$ cat src/rtl/idu_pkg.sv
// ============================================================================
// idu_pkg : shared instruction-decode constants and entry field positions
// Rev 1.0 : initial release
// ============================================================================
`default_nettype none

package idu_pkg;
    localparam int IQ_DEPTH   = 16;
    localparam int IQ_ENTRY_W = 64;
    localparam int PC_HI      = 63;
    localparam int PC_LO      = 32;
    localparam int INST_HI    = 31;
    localparam int INST_LO    = 0;
endpackage

`default_nettype wire

$ cat src/rtl/fifo_mem_2w2r.sv
// ============================================================================
// fifo_mem_2w2r : DEPTH x DATA_W register array, two write / two async reads
// Rev 1.0 : initial release
// ============================================================================
`default_nettype none

module fifo_mem_2w2r #(
    parameter int DEPTH  = 16,
    parameter int DATA_W = 64,
    parameter int AW     = $clog2(DEPTH)
) (
    input  logic              clk,
    input  logic              i_we_a,
    input  logic [AW-1:0]     i_waddr_a,
    input  logic [DATA_W-1:0] i_wdata_a,
    input  logic              i_we_b,
    input  logic [AW-1:0]     i_waddr_b,
    input  logic [DATA_W-1:0] i_wdata_b,
    input  logic [AW-1:0]     i_raddr_a,
    output logic [DATA_W-1:0] o_rdata_a,
    input  logic [AW-1:0]     i_raddr_b,
    output logic [DATA_W-1:0] o_rdata_b
);

    logic [DATA_W-1:0] r_mem [DEPTH];

    // Port b is written last so it wins on an address collision.
    always_ff @(posedge clk) begin
        if (i_we_a) r_mem[i_waddr_a] <= i_wdata_a;
        if (i_we_b) r_mem[i_waddr_b] <= i_wdata_b;
    end

    assign o_rdata_a = r_mem[i_raddr_a];
    assign o_rdata_b = r_mem[i_raddr_b];

endmodule

`default_nettype wire

$ cat src/rtl/inst_queue.sv
// ============================================================================
// inst_queue : dual-push / dual-pop first-word-fall-through instruction buffer
// Rev 1.0 : initial release
// ============================================================================
`default_nettype none

module inst_queue
    import idu_pkg::*;
#(
    parameter int DEPTH  = IQ_DEPTH,
    parameter int DATA_W = IQ_ENTRY_W
) (
    input  logic                     clk,
    input  logic                     resetn,
    input  logic                     flush,
    input  logic                     w_ena_1,
    input  logic [DATA_W-1:0]        w_data_1,
    input  logic                     w_ena_2,
    input  logic [DATA_W-1:0]        w_data_2,
    output logic                     fifo_full,
    output logic [DATA_W-1:0]        fifo_r_data_1,
    output logic                     fifo_r_data_1_ok,
    output logic [DATA_W-1:0]        fifo_r_data_2,
    output logic                     fifo_r_data_2_ok,
    input  logic                     p_data_1,
    input  logic                     p_data_2,
    output logic [$clog2(DEPTH):0]   count
);

    localparam int AW = $clog2(DEPTH);
    localparam int CW = AW + 1;

    logic [AW-1:0]     r_head;
    logic [AW-1:0]     r_tail;
    logic [CW-1:0]     r_count;

    logic              w_ok_1;
    logic              w_ok_2;
    logic              w_full;
    logic              w_pop_1;
    logic              w_pop_2;
    logic              w_push_1;
    logic              w_push_2;
    logic [1:0]        w_npop;
    logic [1:0]        w_npush;
    logic [AW-1:0]     w_head_nxt1;
    logic [AW-1:0]     w_waddr_b;
    logic [DATA_W-1:0] w_rd_1;
    logic [DATA_W-1:0] w_rd_2;

    assign w_ok_1  = (r_count >= CW'(1));
    assign w_ok_2  = (r_count >= CW'(2));
    assign w_full  = (r_count > CW'(DEPTH - 2));

    // The second pop only counts when it rides along with the first.
    assign w_pop_1 = p_data_1 & w_ok_1;
    assign w_pop_2 = p_data_1 & p_data_2 & w_ok_2;
    assign w_npop  = {1'b0, w_pop_1} + {1'b0, w_pop_2};

    assign w_push_1 = w_ena_1 & ~w_full;
    assign w_push_2 = w_ena_2 & ~w_full;
    assign w_npush  = {1'b0, w_push_1} + {1'b0, w_push_2};

    assign w_head_nxt1 = r_head + AW'(1);
    // A lone younger entry is compacted into the tail slot.
    assign w_waddr_b   = w_push_1 ? (r_tail + AW'(1)) : r_tail;

    fifo_mem_2w2r #(
        .DEPTH  (DEPTH),
        .DATA_W (DATA_W),
        .AW     (AW)
    ) u_mem (
        .clk       (clk),
        .i_we_a    (w_push_1 & ~flush),
        .i_waddr_a (r_tail),
        .i_wdata_a (w_data_1),
        .i_we_b    (w_push_2 & ~flush),
        .i_waddr_b (w_waddr_b),
        .i_wdata_b (w_data_2),
        .i_raddr_a (r_head),
        .o_rdata_a (w_rd_1),
        .i_raddr_b (w_head_nxt1),
        .o_rdata_b (w_rd_2)
    );

    always_ff @(posedge clk or negedge resetn) begin
        if (!resetn) begin
            r_head  <= '0;
            r_tail  <= '0;
            r_count <= '0;
        end else if (flush) begin
            r_head  <= '0;
            r_tail  <= '0;
            r_count <= '0;
        end else begin
            r_head  <= r_head + AW'(w_npop);
            r_tail  <= r_tail + AW'(w_npush);
            r_count <= r_count + CW'(w_npush) - CW'(w_npop);
        end
    end

    assign fifo_full        = w_full;
    assign fifo_r_data_1_ok = w_ok_1;
    assign fifo_r_data_2_ok = w_ok_2;
    assign fifo_r_data_1    = w_ok_1 ? w_rd_1 : '0;
    assign fifo_r_data_2    = w_ok_2 ? w_rd_2 : '0;
    assign count            = r_count;

endmodule

`default_nettype wire

$ cat config.mk
export PLATFORM = sky130hd
export DESIGN_NAME = inst_queue
export DESIGN_NICKNAME = d
export VERILOG_FILES = /design/src/rtl/idu_pkg.sv /design/src/rtl/fifo_mem_2w2r.sv /design/src/rtl/inst_queue.sv
export SDC_FILE = /design/constraint.sdc
export NUM_CORES = 2
export LEC_CHECK = 0
export ABC_AREA = 0
export CAP_MARGIN = 30
export CORE_MARGIN = 4
export CORE_UTILIZATION = 40
export CTS_CLUSTER_DIAMETER = 150
export CTS_CLUSTER_SIZE = 10
export DETAILED_ROUTE_END_ITERATION = 6
export GPL_ROUTABILITY_DRIVEN = 0
export GPL_TIMING_DRIVEN = 0
export PLACE_DENSITY = 0.65
export SLEW_MARGIN = 30
export SYNTH_ARGS = -nofsm -noshare
export SYNTH_HDL_FRONTEND = slang
export SYNTH_SLANG_ARGS = --single-unit
$ cat constraint.sdc
create_clock -name clk -period 7.4 [get_ports clk]
set_input_delay 1.48 -clock clk [delete_from_list [all_inputs] [get_ports clk]]
set_output_delay 1.48 -clock clk [all_outputs]
set_load 0.02 [all_outputs]
==> impl_metrics.py <==
metrics = {
    "setup_path": {
        "startpoint": "r_head[1]",
        "startpoint_type": "register",
        "critPathKind": "register to primary output",
        "worst_ep_required_time_ns": 5.92,
        "reg2reg_from": "count[4]",
        "crit_fanout": 10,
        "critical_path.endpoint_type": "primary output",
        "cp.arrival_ns": 5.79,
    },
    "clock_tree": {
        "cts.root.buffer_cell": "clkbuf_16",
        "htreeDepth": 3,
        "cts_resized": 0,
        "hold_buffers": 0,
        "cts.sinks": 1037,
        "cts_made_buffers": 113,
        "clock_path_buffers": 3,
        "postCtsSetupRepairBufs": 0,
        "path_clk_slew_ns": 0.06,
        "worstSkewPairLatency_ns": 0.73,
        "cts_tree": "done",
    },
    "die": {
        "coreArea_mm2": 0.1521,
        "start_util_pct": 40.26,
        "num_rows": 143,
        "die_area_mm2": 0.1594,
        "ios": 271,
        "chipWidth_um": 399.3,
        "dieHeight_um": 399.3,
    },
    "drt": {
        "ant_nets": 0,
        "num_vias": 39800,
        "drc": 0,
        "first_pass_iters": 6,
        "drt_iter0_markers": 5505,
        "wl_per_cell_um": 37.11,
        "vias_per_cell": 6.525,
        "totalWireLength_mm": 226.3,
    },
    "grt": {
        "track_usage_pct": 28.15,
        "antenna_found_initial": 20,
        "grt_pass1_vias": 40470,
        "grt_overflow": 0,
        "grt_start_max_net_pins": 18,
        "grt_pass1_wl_mm": 313.2,
    },
    "timing": {
        "clock_skew_ns": 0.01606,
        "hold_slack_ns": 0.6947,
        "finalHoldViolCount": 0,
        "period_share_pct": 98.30,
        "timing.final.ws_setup_ns": 0.1261,
        "max_slew_margin_pct": 26.54,
        "min_period_ns": 7.274,
        "slew_viol_final": 0,
        "tightestPinTransition_ns": 1.095,
        "rsz0062_at_grt": "false",
        "finalSetupViolCount": 0,
        "fmax_mhz": 137.5,
    },
    "yosys": {
        "synth_area_leader_cell": "edfxtp_1",
        "synth_flop_cell": "edfxtp_1",
        "synth.net_count": 3694,
        "async_reset_ff_share_pct": 1.254,
        "ys_ff_latch": 1037,
        "yosysSeqAreaShare_pct": 50.75,
        "ys_warn_count": 0,
        "synthTopCellsByCount": "edfxtp_1 (1024), mux2_2 (626), mux4_2 (576)",
        "synth_area_per_cell_um2": 17.31,
        "yosysMostFrequentCell": "edfxtp_1",
        "synth.distinct_cells": 46,
        "synth_edf_count": 1024,
        "synth_top_area_share_pct": 50.22,
        "syn-cell-area_mm2": 0.06123,
        "synthCells": 3537,
        "synthTopCellsByArea": "edfxtp_1 (50%), mux4_2 (21%), mux2_2 (12%)",
    },
    "power": {
        "power.internal_mw": 15.61,
        "ir_drop_v": 0.0002591,
        "fin_total_pwr_mw": 25.47,
        "p_per_area_mw_per_mm2": 352.2,
        "switching_share_pct": 38.72,
        "clkPwrFrac_pct": 20.3,
        "p_sw_mw": 9.863,
        "combPwrFrac_pct": 51.9,
        "p_leak_nw": 23.25,
        "pwr-share-seq_pct": 27.8,
    },
    "worst_hold_path": {
        "hp-class": "register to register",
        "hold_start": "r_tail[2]",
    },
    "placement": {
        "numPortBuffers": 270,
        "dp_hpwl_mm": 156.2,
        "post_dp_cell_area_mm2": 0.06914,
        "dp.cells": 5932,
        "pre_cts_ws_ns": 1.122,
    },
    "finish": {
        "drive_gt1_share_pct": 41.19,
        "area_growth_pct": 18.12,
        "final_nets": 4176,
        "stdcell_count": 6099,
        "design_area_mm2": 0.07233,
    },
    "run": {
        "cap_violations": 0,
    },
    "status": {
        "outcome": "finished, final reports clean",
    },
}
-- cell families (layout without fill, tap and decap cells) --
| family | count (synthesis) | count (layout) | synth area share (%) |
|---|---|---|---|
| multiplexers | 1672 | 1672 | 41.21 |
| flip-flops | 1037 | 1037 | 50.75 |
| buffers and inverters | 441 | 961 | 3.535 |
| AND/OR/NAND/NOR | 188 | 188 | 1.839 |
| AO/OA/AOI/OAI | 167 | 167 | 2.052 |
| adder cells (fa/ha/maj) | 22 | 22 | 0.4741 |
| XOR/XNOR | 10 | 10 | 0.1430 |
| other | 0 | 12 | 0 |
-- critical path, stage by stage (launching register included) --
cell             delay, ns
dfrtp_1               0.40
clkbuf_1              0.54
nand3_1               0.17
xor2_1                0.27
buf_2                 0.40
buf_2                 0.53
clkbuf_1              0.82
a211oi_1              0.18
a211oi_1              0.94
clkdlybuf4s50_1       0.78
-- cell type report --
type                            count  area (um2)
Multi-Input combinational cell   2059       28190
Antenna cell                       12       30.03
Fill cell                       12880       79760
Clock buffer                      151        3098
Buffer                            424        2157
Sequential cell                  1037       31070
Tap cell                         2030        2540
Inverter                           17       63.81
Timing Repair Buffer              367        5161
Clock inverter                      2       13.76
-- metrics by stage --
step / TNS, ns / util [%]
6_report: 0 / 47.56
3_5_place_dp: 0 / 45.46
4_1_cts: 0 / 47.51
3_3_place_gp: -5741.98 / 43.71
2_1_floorplan: 0 / -
5_1_grt: 0 / 47.54
-- flip-flops by register name, indices dropped and copies added, names as in the netlist --
signal,count
r_tail,4
u_mem.r_mem,1024
count,5
r_head,4
-- worst paths after layout --
kind / endpoint / slack (ns) / depth (start not counted)
worst max-delay path: fifo_r_data_2[51] / 0.13 / 9
worst min-delay path: r_tail[2] / 0.69 / 3
worst max register to register: count[4] / 2.60 / 18
worst min register to register: r_tail[2] / 0.69 / 3
max in group asynchronous: r_head[2] / 5.79 / 1
min in group asynchronous: count[4] / 1.17 / 1
-- power by group through the flow --
| stage | sequential, mW | clock, mW | combinational, mW |
|---|---|---|---|
| finish | 7.08 | 5.18 | 13.2 |
| global route | 7.10 | 5.44 | 13.7 |
| floorplan | 7.18 | 0 | 7.60 |
| global placement | 7.32 | 0 | 12.8 |
| detailed placement | 7.19 | 0 | 13.1 |
| CTS | 7.07 | 5.21 | 13.2 |
-- cells in the final DEF, fill, tap and decap left out, drive strengths merged, types with 2 or more instances in the layout --
cell	synthesis	routed
mux2	1027	1027
edfxtp	1024	1024
mux4	576	576
clkbuf	229	382
buf	195	290
clkdlybuf4s50	0	270
nor2b	135	135
a211oi	129	129
mux2i	69	69
ha	20	20
inv	17	18
nor2	17	17
dfrtp	13	13
diode	0	12
o21ai	10	10
o21bai	9	9
nand2	8	8
xor2	6	6
nand3	6	6
a21oi	5	5
and3	5	5
o211a	5	5
xnor2	4	4
nand3b	4	4
o211ai	3	3
and3b	2	2
nor3b	2	2
a21o	2	2
and2	2	2
fa	2	2
-- metal layers --
layer  vias to the layer above  GRT usage [%]  routed length [um]
li1                      15620              -                   -
met1                     20890          37.37               85530
met2                      2738          44.07              104800
met3                       537          8.112               26060
met4                        14          10.50                9847
met5                         -              0                  79
(Power assumes the default switching activity.)
